`config.mk`:
```
export PLATFORM = sky130hd
export DESIGN_NAME = ysyx_22040386_pipe_reg
export DESIGN_NICKNAME = d
export VERILOG_FILES = /design/src/rtl/ysyx_22040386_pipe_reg.sv
export SDC_FILE = /design/constraint.sdc
export NUM_CORES = 1
export LEC_CHECK = 0
export ABC_CLOCK_PERIOD_IN_PS = 2100
export BUFFER_PORTS_ARGS = -buffer_cell sky130_fd_sc_hd__buf_4
export CAP_MARGIN = 20
export CELL_PAD_IN_SITES_DETAIL_PLACEMENT = 1
export CELL_PAD_IN_SITES_GLOBAL_PLACEMENT = 1
export CORE_MARGIN = 1.5
export CORE_UTILIZATION = 38
export DETAILED_ROUTE_END_ITERATION = 12
export PLACE_DENSITY_LB_ADDON = 0.1
export RECOVER_POWER = 100
export SETUP_SLACK_MARGIN = 0.4
export SYNTH_ARGS = -nofsm -noshare
export SYNTH_HDL_FRONTEND = slang
export SYNTH_SLANG_ARGS = --single-unit
```
`constraint.sdc`:
```
create_clock -name i_PIPE_REG_clk -period 2.1 [get_ports i_PIPE_REG_clk]
set_input_delay 0.42 -clock i_PIPE_REG_clk [delete_from_list [all_inputs] [get_ports i_PIPE_REG_clk]]
set_output_delay 0.42 -clock i_PIPE_REG_clk [all_outputs]
set_load 0.01 [all_outputs]
```
`src/rtl/ysyx_22040386_pipe_reg.sv`:
```
// Generic inter-stage pipeline register with a valid/ready handshake, NOP bubble
// insertion on flush or empty, an optional skid entry and a bubble counter.
module ysyx_22040386_pipe_reg #(
  parameter int unsigned        CTRL_W         = 16,
  parameter int unsigned        DATA_W         = 224,
  parameter logic [CTRL_W-1:0]  CTRL_BUBBLE    = 16'h0040,
  parameter bit                 DATA_FLUSH_CLR = 1'b1,
  parameter bit                 SKID           = 1'b1,
  parameter int unsigned        CNT_W          = 16
) (
  input  logic              i_PIPE_REG_clk,
  input  logic              i_PIPE_REG_rst_n,
  input  logic              i_PIPE_REG_flush,
  input  logic              i_PIPE_REG_in_valid,
  output logic              o_PIPE_REG_in_ready,
  input  logic [CTRL_W-1:0] i_PIPE_REG_ctrl,
  input  logic [DATA_W-1:0] i_PIPE_REG_data,
  output logic              o_PIPE_REG_out_valid,
  input  logic              i_PIPE_REG_out_ready,
  output logic [CTRL_W-1:0] o_PIPE_REG_ctrl,
  output logic [DATA_W-1:0] o_PIPE_REG_data,
  output logic [CNT_W-1:0]  o_PIPE_REG_bubble_cnt
);

  logic accept;
  logic [CNT_W-1:0] bubble_cnt_q;

  assign accept = i_PIPE_REG_in_valid & o_PIPE_REG_in_ready & ~i_PIPE_REG_flush;

  generate
    if (SKID == 1'b0) begin : g_single
      logic              valid_q;
      logic [CTRL_W-1:0] ctrl_q;
      logic [DATA_W-1:0] data_q;

      // NOTE: reset is sampled on the clock edge (synchronous), and all state uses <= so every register updates from pre-edge values.
      always_ff @(posedge i_PIPE_REG_clk) begin
        if (!i_PIPE_REG_rst_n) begin
          valid_q <= 1'b0;
          ctrl_q  <= CTRL_BUBBLE;
          data_q  <= '0;
        end else if (i_PIPE_REG_flush) begin
          valid_q <= 1'b0;
          ctrl_q  <= CTRL_BUBBLE;
          if (DATA_FLUSH_CLR) data_q <= '0;
        end else if (o_PIPE_REG_in_ready) begin
          valid_q <= accept;
          ctrl_q  <= accept ? i_PIPE_REG_ctrl : CTRL_BUBBLE;
          data_q  <= i_PIPE_REG_data;
        end
      end

      assign o_PIPE_REG_in_ready  = ~valid_q | i_PIPE_REG_out_ready;
      assign o_PIPE_REG_out_valid = valid_q;
      assign o_PIPE_REG_ctrl      = ctrl_q;
      assign o_PIPE_REG_data      = data_q;
    end else begin : g_skid
      typedef enum logic [1:0] {ST_EMPTY, ST_MAIN, ST_FULL} state_t;

      state_t            state_q;
      logic              ready_q;
      logic              issue;
      logic [CTRL_W-1:0] ctrl_q, skid_ctrl_q;
      logic [DATA_W-1:0] data_q, skid_data_q;

      assign issue = (state_q != ST_EMPTY) & i_PIPE_REG_out_ready;

      // ready_q is the registered image of (next state != FULL), so out_ready never reaches in_ready combinationally.
      always_ff @(posedge i_PIPE_REG_clk) begin
        if (!i_PIPE_REG_rst_n) begin
          state_q     <= ST_EMPTY;
          ready_q     <= 1'b1;
          ctrl_q      <= CTRL_BUBBLE;
          data_q      <= '0;
          // NOTE: the skid entry is a plain register pair, not a RAM, so resetting it is cheap and keeps its content defined.
          skid_ctrl_q <= CTRL_BUBBLE;
          skid_data_q <= '0;
        end else if (i_PIPE_REG_flush) begin
          state_q     <= ST_EMPTY;
          ready_q     <= 1'b1;
          ctrl_q      <= CTRL_BUBBLE;
          skid_ctrl_q <= CTRL_BUBBLE;
          if (DATA_FLUSH_CLR) begin
            data_q      <= '0;
            skid_data_q <= '0;
          end
        end else begin
          unique case (state_q)
            ST_EMPTY: begin
              if (accept) begin
                state_q <= ST_MAIN;
                ctrl_q  <= i_PIPE_REG_ctrl;
                data_q  <= i_PIPE_REG_data;
              end
            end
            ST_MAIN: begin
              if (accept && issue) begin
                ctrl_q <= i_PIPE_REG_ctrl;
                data_q <= i_PIPE_REG_data;
              end else if (accept) begin
                state_q     <= ST_FULL;
                ready_q     <= 1'b0;
                skid_ctrl_q <= i_PIPE_REG_ctrl;
                skid_data_q <= i_PIPE_REG_data;
              end else if (issue) begin
                state_q <= ST_EMPTY;
                ctrl_q  <= CTRL_BUBBLE;
              end
            end
            ST_FULL: begin
              if (issue) begin
                state_q     <= ST_MAIN;
                ready_q     <= 1'b1;
                ctrl_q      <= skid_ctrl_q;
                data_q      <= skid_data_q;
                skid_ctrl_q <= CTRL_BUBBLE;
              end
            end
            default: begin
              state_q <= ST_EMPTY;
              ready_q <= 1'b1;
              ctrl_q  <= CTRL_BUBBLE;
            end
          endcase
        end
      end

      assign o_PIPE_REG_in_ready  = ready_q;
      assign o_PIPE_REG_out_valid = (state_q != ST_EMPTY);
      assign o_PIPE_REG_ctrl      = ctrl_q;
      assign o_PIPE_REG_data      = data_q;
    end
  endgenerate

  always_ff @(posedge i_PIPE_REG_clk) begin
    if (!i_PIPE_REG_rst_n) begin
      bubble_cnt_q <= '0;
    end else if (!o_PIPE_REG_out_valid) begin
      bubble_cnt_q <= bubble_cnt_q + CNT_W'(1);
    end
  end

  assign o_PIPE_REG_bubble_cnt = bubble_cnt_q;

endmodule

```
==> run metrics, run 1 <==
status=completed; Cell variety after synth=48; compound-cell area share of the yosys netlist=17.61%; Hold Path Class=input port to flop; unrepaired setup endpoints after global routing=true; CTS Hold Bufs=0; gate count after technology mapping=2,508; IO Pins=503; Pwr Density=759.3 mW/mm2; sequential share of the synthesized area=50.52%; GRT Util Overall=28.02%; root buffer cell=clkbuf_16; Final Skew=0.01658 ns; commonest non-fill, non-tap cell in the layout=nand2_1; largest net degree at the start of global routing=72; TritonRoute pass-1 iters=5; Max rail drop VDD=0.5663 mV; Slew headroom=59.33%; synthesized flop and latch total=499; total core area=0.05141 mm2; Avg Cell Area, Syn=7.884 um2; setup TNS=0 ns; area delta synth->final=44.17%; antenna violations before repair=13; DRC=0; RD Place Congestion=0.8154; first-pass GRT wire length=118,400 um; Synth Cell Area=0.01977 mm2; top-area cell type share of the netlist area=50.52%; WS Path Type=flop to flop; layout cell share with drive strength beyond 1=21.48%; CTS Buf Count=55; fin crit period=1.993 ns; CTS tree=yes; static leakage=10.53 nW; Fmax achieved=501.6 MHz; XOR/XNOR Fraction of Synth Area=0.3987%; H-tree levels=2; endpoint class of the critical path=flop; most frequent cells in the layout=nand2_1 (917), dfxtp_1 (496), buf_4 (324); Cell Chain, Critical Path=nor2b_4, o31ai_4, buf_12, buf_16, buf_12, buf_16, nor2_1, a311oi_1; number of nets in the layout=3,320; Rows=83; WL/cell=23.50 um; Die ar.=0.05341 mm2; EDFF count, synth=0; CP arrival=2.46 ns; initial detailed-routing violation count=1,306; Die W=231.1 um; Setup-failing EPs final=0; IO Port Bufs=502; post-synthesis simple-gate area fraction=24.12%; hold slack final=0.06580 ns; area leader, netlist=dfxtp_1; Critical-path top delay cell=dfxtp_4; remaining antenna violation count after routing=0; global route overflow=0; Mapped Nets=2,754; ys async rst share=0%; mux contribution to synthesized area=2.044%; number of max-cap violations=0; Adder-Cell Fraction of Synth Area=0.06328%; Main synth FF type=dfxtp_1; WP data required=2.56 ns; Max Slew Vio Count=0; vias=21.18k; Via density=5.564; largest family of logic cells by synthesized area=simple AND/OR/NAND/NOR gates; Worst-Margin Slew=0.6100 ns; CTS clock-pin slew for the worst setup and hold paths=0.07 ns; Die H=231.1 um; CTS sink cnt=499; worst skew pair latency=0.61 ns; Synth area leaders=dfxtp_1 (51%), nand2_1 (18%), a311oi_1 (9.9%); initial core utilization=38.46%; vias in the first global route=20.97k; Hold Vio Cnt, Final=0; final wirelength=89,460 um; startpoint types=flop; Largest stage delay, worst path=0.39 ns; Max clock buf depth=3; dpl hpwl=49,840 um; yosys warns=0; period utilization=94.93%; worst-path maximum fanout=8
-- report_power, final --
group          switching, mW  internal (mW)  total, mW
Combinational           1.29           1.07       2.36
Clock                   4.01           5.50       9.52
Sequential             0.130           9.64       9.77
-- cell type report --
| type | instances | area [um2] |
|---|---|---|
| inverter | 18 | 70.07 |
| sequential | 499 | 10000 |
| timing repair buffer | 728 | 6381 |
| fill | 6169 | 22900 |
| multi-input combinational | 1772 | 9434 |
| clock inverter | 9 | 75.07 |
| clock buffer | 89 | 1667 |
| antenna | 11 | 27.53 |
| tap | 680 | 850.8 |
-- critical path: cells and delay by family, from the launching register on --
family	cells	cell delay, ns
AO/OA/AOI/OAI	2	0.64
AND/OR/NAND/NOR	2	0.20
flip-flops	1	0.39
buffers and inverters	4	0.60
-- state kept, by name, indices dropped and copies added (netlist names) --
register / flops
o_PIPE_REG_data: 224
o_PIPE_REG_bubble_cnt: 16
o_PIPE_REG_in_ready: 1
o_PIPE_REG_ctrl: 16
g_skid.skid_ctrl_q: 16
g_skid.skid_data_q: 224
g_skid.state_q: 2
-- per-stage QoR --
| step | area [um2] | worst slack [ns] | power (mW) | utilization, % | std cells |
|---|---|---|---|---|---|
| final | 28510 | 0.1065 | 21.65 | 55.45 | 3806 |
| after global routing | 28500 | 0.04787 | 22.30 | 55.45 | 3805 |
| after global placement | 24650 | 0.07948 | 11.79 | 47.96 | 3568 |
| after CTS | 27300 | 0.2561 | 21.38 | 53.11 | 3702 |
| after detailed placement | 24650 | -0.04094 | 11.85 | 47.96 | 3568 |
| after floorplan | 19950 | 0.2208 | 10.76 | - | 2508 |
-- logic make-up (layout without fill, tap and decap cells) --
logic type	after synthesis	after routing
and+or+nand+nor	1228	1229
AOI/OAI and AO/OA	499	499
DFF	499	499
buffers and inverters	238	844
muxes	34	34
xor gates and xnor gates	9	9
adders and majority gates	1	1
other	0	11
-- metal layers --
metal  global-route usage (%)  share of wire [%]  vias up
li1                         -                  -     9642
met1                    34.63                 40    10590
met2                    47.03                 49      730
met3                    5.684                6.3      211
met4                    12.48                4.3        4
met5                        0              0.041        -
-- synthesized netlist by cell type, drive strengths merged (8+ instances only) --
cell type	number
nand2b	8
clkbuf	120
o32ai	15
mux2i	19
mux2	15
buf	100
nand2	923
and2	10
a311oi	224
nor2	259
a22oi	15
a21oi	226
dfxtp	499
inv	18
-- worst paths after layout --
check	slack [ns]	cells after the start	start	to
max	0.11	8	g_skid.state_q[0]	o_PIPE_REG_data[195]
min	0.07	3	i_PIPE_REG_data[63]	g_skid.skid_data_q[63]
max reg2reg	0.11	8	g_skid.state_q[0]	o_PIPE_REG_data[195]
min reg2reg	0.46	2	g_skid.skid_data_q[0]	g_skid.skid_data_q[0]
-- timing repair --
item,CTS,global route
endpoints found under the setup margin,483,488
setup buffers,19,42
gates cloned,17,51
pin swaps,5,97
gates resized for setup,52,194
(Power assumes the default switching activity.)
==> inputs of run 2 (changes only) <==
CTS_BUF_LIST = sky130_fd_sc_hd__clkbuf_16   (was default)
==> run 2 against run 1 <==
- critical path depth unchanged
- critical path type unchanged
- combinational power fell by 5%
- sequential power hardly changed
- design area down 1.7%
- non-clock buffer count down 16
- sequential share of layout area grew 0.61 points
- global-route usage decreased by 0.063 points
- largest power group unchanged
- sequential cell count is the same
- register-to-register slack improved by 0.04 ns
==> run metrics, run 2 (synthesis gave the netlist of run 1 again) <==
Hold Vio Cnt, Final=0 (unchanged); Hold Path Class=input port to flop; root buffer cell=clkbuf_16; setup TNS=0 ns (unchanged); Worst Setup EP=g_skid.skid_data_q[194]; H-tree levels=2 (unchanged); Setup-failing EPs final=0 (unchanged); initial core utilization=38.46% (unchanged); number of nets in the layout=3,305 (-0.45%); GRT Util Overall=27.96% (-0.063 points); Via density=5.578 (+0.24%); dpl hpwl=49,840 um (unchanged); vias in the first global route=20.95k (-0.13%); static leakage=10.40 nW (-1.2%); vias=21.14k (-0.18%); CTS Buf Count=55 (unchanged); commonest non-fill, non-tap cell in the layout=nand2_1; WS Path Type=flop to flop; setup slack after placement=-0.04094 ns (unchanged); final wirelength=89,060 um (-0.45%); startpoint types=flop; Worst-Margin Slew=0.7637 ns (+0.1537 ns); first-pass GRT wire length=118,300 um (about the same); Final Skew=0.01808 ns (+0.001501 ns); layout cell share with drive strength beyond 1=20.42% (-1.1 points); RD Place Congestion=0.8154 (unchanged); endpoint class of the critical path=flop; CTS sink cnt=499 (unchanged); largest net degree at the start of global routing=72 (unchanged); CP arrival=2.47 ns (about the same); final setup margin=0.1465 ns (+0.04003 ns); Inst Count DP=3,568 (unchanged); FF-to-FF setup slack=0.15 ns (+0.04 ns); IO Pins=503 (unchanged); WL/cell=23.50 um (about the same); status=completed; CTS tree=yes; CTS clock-pin slew for the worst setup and hold paths=0.07 ns (about the same); Die ar.=0.05341 mm2 (unchanged); total core area=0.05141 mm2 (unchanged); initial detailed-routing violation count=1,332 (+2.0%); IO Port Bufs=502 (unchanged); antenna violations before repair=12 (-1); CP startpoint=g_skid.state_q[0]; worst skew pair latency=0.60 ns (about the same); fin crit period=1.953 ns (-0.04003 ns); WP data required=2.62 ns (+0.06 ns); global route overflow=0 (unchanged); FF-to-FF End=g_skid.skid_data_q[194]; worst-path maximum fanout=9 (+1); Finished Layout Cells=3,790 (-0.42%); unrepaired setup endpoints after global routing=true; Pwr Density=747.5 mW/mm2 (-1.6%); Max Slew Vio Count=0 (unchanged); Rows=83 (unchanged); DRC=0 (unchanged); Crit Reg-Reg Startpoint=g_skid.state_q[0]; final total power=20.95 mW (-3.2%); number of max-cap violations=0 (unchanged); Slew headroom=49.09% (-10 points); most frequent cells in the layout=nand2_1 (911), dfxtp_1 (496), buf_4 (307); area delta synth->final=41.72%; Max clock buf depth=3 (unchanged); worst-case reg-to-reg path depth=8 (unchanged); remaining antenna violation count after routing=0 (unchanged); Die W=231.1 um (unchanged); Fmax achieved=511.9 MHz (+2.0%); Die H=231.1 um (unchanged); TritonRoute pass-1 iters=5 (unchanged); Max rail drop VDD=0.5253 mV (-7.2%); period utilization=93.02% (-1.9 points)
run 2: worst min-delay path by stage:
stage                       startpoint                 endpoint  slack [ns]  cells past startpoint
2_1_floorplan    g_skid.skid_data_q[0]    g_skid.skid_data_q[0]        0.44                      2
3_3_place_gp   g_skid.skid_data_q[191]  g_skid.skid_data_q[191]        0.44                      2
3_5_place_dp    g_skid.skid_data_q[81]   g_skid.skid_data_q[81]        0.45                      2
4_1_cts            i_PIPE_REG_data[10]   g_skid.skid_data_q[10]        0.04                      3
5_1_grt            i_PIPE_REG_data[18]   g_skid.skid_data_q[18]        0.07                      3
6_report           i_PIPE_REG_data[18]   g_skid.skid_data_q[18]        0.07                      3
run 2: metrics by stage:
| step | hold WS (ns) | utilization [%] | cell area [um2] |
|---|---|---|---|
| 6_report | 0.07275 | 54.51 | 28020 |
| 5_1_grt | 0.06823 | 54.51 | 28020 |
| 4_1_cts | 0.03527 | 52.69 | 27080 |
| 3_5_place_dp | 0.4470 | 47.96 | 24650 |
| 3_3_place_gp | 0.4388 | 47.96 | 24650 |
| 2_1_floorplan | 0.4366 | - | 19950 |
run 2: cell type report:
class	instances	area, um2
Inverter	18	70.07
Tap cell	680	850.8
Multi-Input combinational cell	1773	9348
Antenna cell	10	25.02
Clock buffer	57	1426
Sequential cell	499	10000
Clock inverter	41	195.2
Timing Repair Buffer	712	6106
Fill cell	6235	23380
run 2: report_power, final:
| part | switching, mW | total, mW | internal, mW |
|---|---|---|---|
| Sequential | 0.127 | 9.77 | 9.64 |
| Clock | 3.97 | 8.94 | 4.96 |
| Combinational | 1.25 | 2.24 | 0.994 |
run 2: routing by layer:
layer / track usage (%) / part of all wire (%) / vias to the layer above
li1: - / - / 9617
met1: 34.38 / 41 / 10610
met2: 47.15 / 49 / 703
met3: 5.659 / 6.5 / 205
met4: 12.42 / 4.2 / 4
met5: 0 / 0.034 / -
run 2: critical path: stages (launching register included):
cell,delay [ns]
dfxtp_4,0.42
nand2b_4,0.07
buf_4,0.14
nor4b_4,0.26
buf_6,0.22
clkbuf_16,0.20
clkbuf_2,0.29
nand2_1,0.10
a21oi_1,0.16
run 2: repair_timing:
item | in CTS | in global routing
buffers inserted | 17 | 30
endpoints found under the setup margin | 483 | 487
hold buffers | 0 | 0
pin swaps | 4 | 78
endpoints found under the hold margin | 0 | 0
gates cloned | 15 | 52
resized for setup | 66 | 175
